`src/rtl/csr_cmd_pkg.sv`:
```
// csr_cmd_pkg: shared encodings for the CSR command sequencer.
//   op_e        - request opcodes driven by the WB stage (5..7 reserved)
//   state_e     - sequencer states
//   ECODE_INT   - exception code used when an interrupt replaces a request
//   FULL_WMASK  - write mask for a whole-register CSRWR
package csr_cmd_pkg;

    typedef enum logic [2:0] {
        OP_CSRRD   = 3'd0,
        OP_CSRWR   = 3'd1,
        OP_CSRXCHG = 3'd2,
        OP_ERTN    = 3'd3,
        OP_EXC     = 3'd4
    } op_e;

    typedef enum logic [2:0] {
        ST_IDLE,
        ST_READ,
        ST_WRITE,
        ST_RESP,
        ST_TRAP,
        ST_REDIR
    } state_e;

    localparam logic [5:0]  ECODE_INT  = 6'h00;
    localparam logic [31:0] FULL_WMASK = 32'hFFFF_FFFF;

    // True for the ops that read (and possibly write) a CSR and return a GPR value.
    function automatic logic is_csr_op(input logic [2:0] op);
        return (op == OP_CSRRD) || (op == OP_CSRWR) || (op == OP_CSRXCHG);
    endfunction

endpackage

```
`src/rtl/csr_cmd_unit.sv`:
```
// csr_cmd_unit: pipeline-side initiator for the CSR register file.
// Accepts one CSR-class instruction at a time, performs read-before-write
// for csrrd/csrwr/csrxchg and returns the old value, or raises wb_ex /
// ertn_flush followed by a one-cycle fetch redirect.
// Ports:
//   clk, resetn                  - clock, async active-low reset
//   req_*                        - request from WB (valid/ready)
//   resp_*                       - old CSR value back to GPR write-back
//   csr_re/num/rvalue/we/wmask/wvalue - CSR file access port
//   wb_ex, ertn_flush, wb_*      - trap strobes and exception info
//   ex_entry, ertn_pc, has_int   - trap targets and pending interrupt
//   redirect_valid/pc            - one-cycle fetch redirect
module csr_cmd_unit
    import csr_cmd_pkg::*;
#(
    parameter int XLEN      = 32,
    parameter int CSR_NUM_W = 14
) (
    input  logic                 clk,
    input  logic                 resetn,
    input  logic                 req_valid,
    output logic                 req_ready,
    input  logic [2:0]           req_op,
    input  logic [CSR_NUM_W-1:0] req_csr_num,
    input  logic [XLEN-1:0]      req_rd_val,
    input  logic [XLEN-1:0]      req_rj_val,
    input  logic [XLEN-1:0]      req_pc,
    input  logic [XLEN-1:0]      req_vaddr,
    input  logic [5:0]           req_ecode,
    input  logic [8:0]           req_esubcode,
    output logic                 resp_valid,
    input  logic                 resp_ready,
    output logic [XLEN-1:0]      resp_rdata,
    output logic                 resp_rd_we,
    output logic                 csr_re,
    output logic [CSR_NUM_W-1:0] csr_num,
    input  logic [XLEN-1:0]      csr_rvalue,
    output logic                 csr_we,
    output logic [XLEN-1:0]      csr_wmask,
    output logic [XLEN-1:0]      csr_wvalue,
    output logic                 wb_ex,
    output logic                 ertn_flush,
    output logic [5:0]           wb_ecode,
    output logic [8:0]           wb_esubcode,
    output logic [XLEN-1:0]      wb_pc,
    output logic [XLEN-1:0]      wb_vaddr,
    input  logic [XLEN-1:0]      ex_entry,
    input  logic [XLEN-1:0]      ertn_pc,
    input  logic                 has_int,
    output logic                 redirect_valid,
    output logic [XLEN-1:0]      redirect_pc
);

    state_e                 state_q, state_d;
    logic [2:0]             op_q;
    logic [CSR_NUM_W-1:0]   num_q;
    logic [XLEN-1:0]        rd_val_q, rj_val_q, pc_q, vaddr_q, rdata_q, redir_pc_q;
    logic [5:0]             ecode_q;
    logic [8:0]             esubcode_q;
    logic                   rd_we_q;
    logic                   accept;

    assign accept = req_valid && (state_q == ST_IDLE);

    // NOTE: sequential state uses non-blocking assignments so every register
    // samples pre-edge values, independent of process ordering.
    always_ff @(posedge clk or negedge resetn) begin
        if (!resetn) state_q <= ST_IDLE;
        else         state_q <= state_d;
    end

    // NOTE: every combinational output gets a default first so no path
    // through the case leaves it unassigned (which would infer a latch).
    always_comb begin
        state_d = state_q;
        unique case (state_q)
            ST_IDLE: begin
                if (req_valid) begin
                    if (has_int)                 state_d = ST_TRAP;
                    else if (is_csr_op(req_op))  state_d = ST_READ;
                    else if (req_op == OP_ERTN || req_op == OP_EXC) state_d = ST_TRAP;
                    else                         state_d = ST_RESP;
                end
            end
            ST_READ:  state_d = (op_q == OP_CSRRD) ? ST_RESP : ST_WRITE;
            ST_WRITE: state_d = ST_RESP;
            ST_RESP:  if (resp_ready) state_d = ST_IDLE;
            ST_TRAP:  state_d = ST_REDIR;
            ST_REDIR: state_d = ST_IDLE;
            default:  state_d = ST_IDLE;
        endcase
    end

    // Request capture. An interrupt pending at accept replaces the request
    // with an EXC carrying the interrupt code; the original op is dropped.
    always_ff @(posedge clk or negedge resetn) begin
        if (!resetn) begin
            op_q       <= '0;
            num_q      <= '0;
            rd_val_q   <= '0;
            rj_val_q   <= '0;
            pc_q       <= '0;
            vaddr_q    <= '0;
            ecode_q    <= '0;
            esubcode_q <= '0;
            rd_we_q    <= 1'b0;
            rdata_q    <= '0;
            redir_pc_q <= '0;
        end else begin
            if (accept) begin
                num_q    <= req_csr_num;
                rd_val_q <= req_rd_val;
                rj_val_q <= req_rj_val;
                pc_q     <= req_pc;
                rdata_q  <= '0;
                if (has_int) begin
                    op_q       <= OP_EXC;
                    ecode_q    <= ECODE_INT;
                    esubcode_q <= '0;
                    vaddr_q    <= '0;
                    rd_we_q    <= 1'b0;
                end else begin
                    op_q       <= req_op;
                    ecode_q    <= req_ecode;
                    esubcode_q <= req_esubcode;
                    vaddr_q    <= req_vaddr;
                    rd_we_q    <= is_csr_op(req_op);
                end
            end
            if (state_q == ST_READ) rdata_q <= csr_rvalue;
            // Target is sampled during the strobe cycle, then held for REDIR.
            if (state_q == ST_TRAP) redir_pc_q <= (op_q == OP_EXC) ? ex_entry : ertn_pc;
        end
    end

    // Outputs are pure decodes of state; IDLE drives everything low, so an
    // async reset drops any in-flight strobe at once.
    always_comb begin
        req_ready      = 1'b0;
        resp_valid     = 1'b0;
        resp_rdata     = '0;
        resp_rd_we     = 1'b0;
        csr_re         = 1'b0;
        csr_we         = 1'b0;
        csr_num        = '0;
        csr_wmask      = '0;
        csr_wvalue     = '0;
        wb_ex          = 1'b0;
        ertn_flush     = 1'b0;
        wb_ecode       = '0;
        wb_esubcode    = '0;
        wb_pc          = '0;
        wb_vaddr       = '0;
        redirect_valid = 1'b0;
        redirect_pc    = '0;
        unique case (state_q)
            ST_IDLE:  req_ready = resetn;
            ST_READ: begin
                csr_re  = 1'b1;
                csr_num = num_q;
            end
            ST_WRITE: begin
                csr_we     = 1'b1;
                csr_num    = num_q;
                csr_wvalue = rd_val_q;
                csr_wmask  = (op_q == OP_CSRWR) ? XLEN'(FULL_WMASK) : rj_val_q;
            end
            ST_RESP: begin
                resp_valid = 1'b1;
                resp_rdata = rdata_q;
                resp_rd_we = rd_we_q;
            end
            ST_TRAP: begin
                if (op_q == OP_EXC) begin
                    wb_ex       = 1'b1;
                    wb_ecode    = ecode_q;
                    wb_esubcode = esubcode_q;
                    wb_pc       = pc_q;
                    wb_vaddr    = vaddr_q;
                end else begin
                    ertn_flush = 1'b1;
                end
            end
            ST_REDIR: begin
                redirect_valid = 1'b1;
                redirect_pc    = redir_pc_q;
            end
            default: ;
        endcase
    end

endmodule

```
`config.mk`:
```
export PLATFORM = sky130hd
export DESIGN_NAME = csr_cmd_unit
export DESIGN_NICKNAME = d
export VERILOG_FILES = /design/src/rtl/csr_cmd_pkg.sv /design/src/rtl/csr_cmd_unit.sv
export SDC_FILE = /design/constraint.sdc
export NUM_CORES = 1
export LEC_CHECK = 0
export CAP_MARGIN = 20
export CORE_AREA = 2 2 189 191
export DETAILED_ROUTE_END_ITERATION = 7
export DIE_AREA = 0 0 191 193
export GPL_TIMING_DRIVEN = 0
export MAX_ROUTING_LAYER = met4
export PLACE_DENSITY = 0.7
export RECOVER_POWER = 50
export REMOVE_ABC_BUFFERS = 1
export SLEW_MARGIN = 20
export SYNTH_ARGS = -nofsm -noshare
export SYNTH_HDL_FRONTEND = slang
export SYNTH_SLANG_ARGS = --single-unit
```
`constraint.sdc`:
```
create_clock -name clk -period 1.9 [get_ports clk]
set_input_delay 0.19 -clock clk [delete_from_list [all_inputs] [get_ports clk]]
set_output_delay 0.19 -clock clk [all_outputs]
set_load 0.02 [all_outputs]
```
==> results by group <==
Drt
  – Post-DRT Antenna Nets: 0
  – Detailed Route Iter0 Violations: roughly 570
  – Routed via count: roughly 12000
  – DR vias/cell: 4.88
  – WL/cell: approximately 20 um
  – DR pass1 iterations: 7
  – Number of remaining DRC errors: 0
  – WL final: about 47000 um

Clocking
  – Max Buffers Root-to-Sink: 3
  – Num Clock Sinks: roughly 230
  – CTS Root Cell: clkbuf_16
  – Clock-pin slew on the worst setup and hold paths: about 60 ps
  – CTS tree: built
  – H-tree levels: 1
  – CTS Buf Count: 27
  – Clk_lat worst skew: about 540 ps

Global route
  – Global route hottest layer: met2
  – GRT met2 Usage: between 30% and 40%
  – Grt total ovfl: 0
  – Gr usage total: between 20 and 25%
  – Pin count of the biggest net entering global routing: 86
  – GR Layer Usage met3: under 10%
  – GR Layer Usage met1: roughly 27%
  – Initial antenna violation count: 3
  – Vias in the first global route: about 11000
  – Global-route wire length before repair: approximately 63000 um

Critical path
  – FF-to-FF setup slack: -260 ps
  – CP Launch Type: register
  – Worst r2r src: state_q[2]
  – Crit-path max FO: 8
  – Critical path's largest stage delay: 430 ps
  – Slowest CP cell: dfrtp_2
  – CP cell instances: nor3b_4, buf_6, buf_12, buf_8, buf_12, buf_8, and3_1, buf_6
  – Worst R2R Path Depth: 9
  – CP Class: reg -> out
  – Crit path DAT: between 2000 and 2500 ps
  – Worst setup EP type: primary output
  – Worst endpoint required time: approximately 1700 ps
  – Worst r2r dst: vaddr_q[2]

Synthesis
  – Post-synthesis cell count: about 1300
  – Synthesized area per cell: 8.32 um2
  – Syn. warnings: 0
  – Post-synthesis sequential area ratio: 53.3%
  – Synthesized flop and latch total: approximately 230
  – Mapped Area: between 10000 and 15000 um2
  – Cell variety after synth: 30

STA
  – Max Freq: roughly 0.43 GHz
  – Final Critical Period: 2320 ps
  – Final Hold Fails: 60
  – Final Max Slew Viols: 0
  – Worst hold slack: -397 ps
  – Period Utilization, post-route: 122%
  – Relative slew slack: roughly 18%
  – RSZ-0062 raised after global routing: yes
  – Setup ws final: -421 ps
  – Setup violators final: between 300 and 400
  – Slew @ Worst Pin: around 1200 ps
  – Setup Skew: 11.7 ps

Layout
  – Proportion of layout cells with a drive suffix above 1: a little under a third
  – Fillers: slightly above 3000
  – Register area: approximately 5700 um2
  – Area grow syn2layout: 82.4%
  – Commonest cells after routing, fill and taps aside: nand2_1, clkdlybuf4s50_1, dfrtp_1, buf_4, buf_6
  – Most common cell after layout, fill and taps aside: nand2_1
  – Final layout net count: 2148
  – Fin cells: 2370
  – Multi-input gate area: 5270 um2

Floorplanning
  – Row count: 69
  – CORE AREA: around 35000 um2
  – Die footprint: around 37000 um2
  – Initial Util: 30.6%
  – Die width: around 190 um
  – Io pins: a little under 500
  – Die Height: ~190 um

Power and ir drop
  – Static Leakage: ~9.6 nW
  – Sw frac: around 39%
  – Power Dens Cells: ~1400 nW/um2
  – Internal: 17.1 mW
  – Clock power share: 19.5%
  – Final Total Pwr: approximately 28 mW
  – Sequential power share: a little under a third
  – P_sw: approximately 11 mW
  – VDD IR max: around 1.1 mV
  – Combinational power share: about half

Placed design
  – GPL Wtd Cong: just over 0.8
  – DP Cell Count: around 2200
  – Post-DP HPWL: about 27000 um
  – Port bufs: between 400 and 500

Status
  – Failing checks: negative hold slack, negative setup slack
  – Outcome: complete, but fails checks

Flow run
  – Max-cap violation count: 0

Min path
  – Worst min path class: in -> async
## synthesized netlist by cell type
library cell | instances | share of area (%)
nand2_1 | 560 | 20
dfrtp_1 | 228 | 53
and2_1 | 111 | 6.5
and3_1 | 79 | 4.6
nand3_1 | 48 | 2.2
buf_2 | 44 | 2.1
clkbuf_1 | 43 | 1.5
nor2_1 | 36 | 1.3
o21ai_0 | 34 | 1.6
a31oi_1 | 32 | 1.9
o21a_1 | 32 | 2.2
buf_4 | 13 | 0.91
nor3b_1 | 5 | 0.35
and3b_1 | 3 | 0.25
a21oi_1 | 2 | 0.093
a31o_2 | 2 | 0.16
buf_6 | 2 | 0.21
nor3_1 | 2 | 0.093
a2111oi_2 | 1 | 0.14
a21o_1 | 1 | 0.070
a221o_1 | 1 | 0.093
inv_2 | 1 | 0.035
nor3b_4 | 1 | 0.18
nor4b_1 | 1 | 0.082
nor4b_4 | 1 | 0.22
o2111ai_1 | 1 | 0.082
o21ai_1 | 1 | 0.047
or3b_2 | 1 | 0.082
or4b_1 | 1 | 0.093
xnor2_1 | 1 | 0.082
## metal layers
layer,vias to the layer above,part of all wire [%]
li1,5343,-
met1,5637,40
met2,468,49
met3,110,7.1
met4,0,3.8
met5,-,0
## kinds of logic after synthesis
| family | count (synthesis) | synth area share, % |
|---|---|---|
| AND/OR/NAND/NOR | 849 | 35.6 |
| flip-flops | 228 | 53.3 |
| AO/OA/AOI/OAI | 107 | 6.39 |
| buffers and inverters | 103 | 4.72 |
| XOR/XNOR | 1 | 0.0818 |
## stage by stage
| stage | util [%] | setup TNS [ps] | setup slack [ps] | area (um2) |
|---|---|---|---|---|
| after global placement | 44.9 | -4741900 | -9970 | 15700 |
| after floorplan | - | -1110230 | -3950 | 10200 |
| after detailed placement | 46.6 | -242820 | -1000 | 16300 |
| final | 55.9 | -83510 | -421 | 19500 |
| after global routing | 55.9 | -102390 | -468 | 19500 |
| after CTS | 51.2 | -108520 | -423 | 17900 |
## worst max-delay path by stage
| stage | startpoint | end | slack [ps] | cells after the start |
|---|---|---|---|---|
| after global placement | op_q[2] | redir_pc_q[9] | -9970 | 3 |
| after detailed placement | state_q[2] | wb_vaddr[15] | -1000 | 5 |
| after floorplan | op_q[1] | ertn_flush | -3950 | 2 |
| final | op_q[1] | wb_ecode[0] | -420 | 8 |
| after global routing | op_q[1] | wb_ecode[3] | -470 | 8 |
| after CTS | op_q[1] | csr_wmask[10] | -420 | 6 |
## power by group through the flow
stage               clock network [mW]  registers (mW)  logic (mW)
detailed placement                   0            8.31        10.4
CTS                               5.54            8.21        11.8
global placement                     0            8.28        8.26
floorplan                            0            7.93        5.16
finish                            5.44            8.49        14.0
global route                      5.74            8.73        15.0
## flip-flops by register name, summed over array words and instances, names as in the netlist
signal      count
rd_val_q       32
esubcode_q      9
pc_q           32
vaddr_q        32
rdata_q        32
op_q            3
rj_val_q       32
rd_we_q         1
ecode_q         6
state_q         3
redir_pc_q     32
num_q          14
## worst max-delay path, delay by kind of cell (launching register included)
family,cells,cell delay [ps]
flip-flops,1,430
AND/OR/NAND/NOR,2,400
buffers and inverters,6,760
## area by class of cell
cell class	count	share of cell area, %
clock buffers	42	4.15
repair buffers	666	36.0
inverters	1	0.0192
multi-input cells	963	27.0
well taps	461	2.95
clock inverters	6	0.563
diodes	3	0.0384
flip-flops and latches	228	29.2
## repair_timing
action	CTS	global route
buffers inserted	53	46
hold endpoints to repair	60	60
cloned	11	26
gates resized for setup	855	513
pin swaps	12	92
endpoints found under the setup margin	428	385
Note: power is estimated with default switching activity, not from simulation.
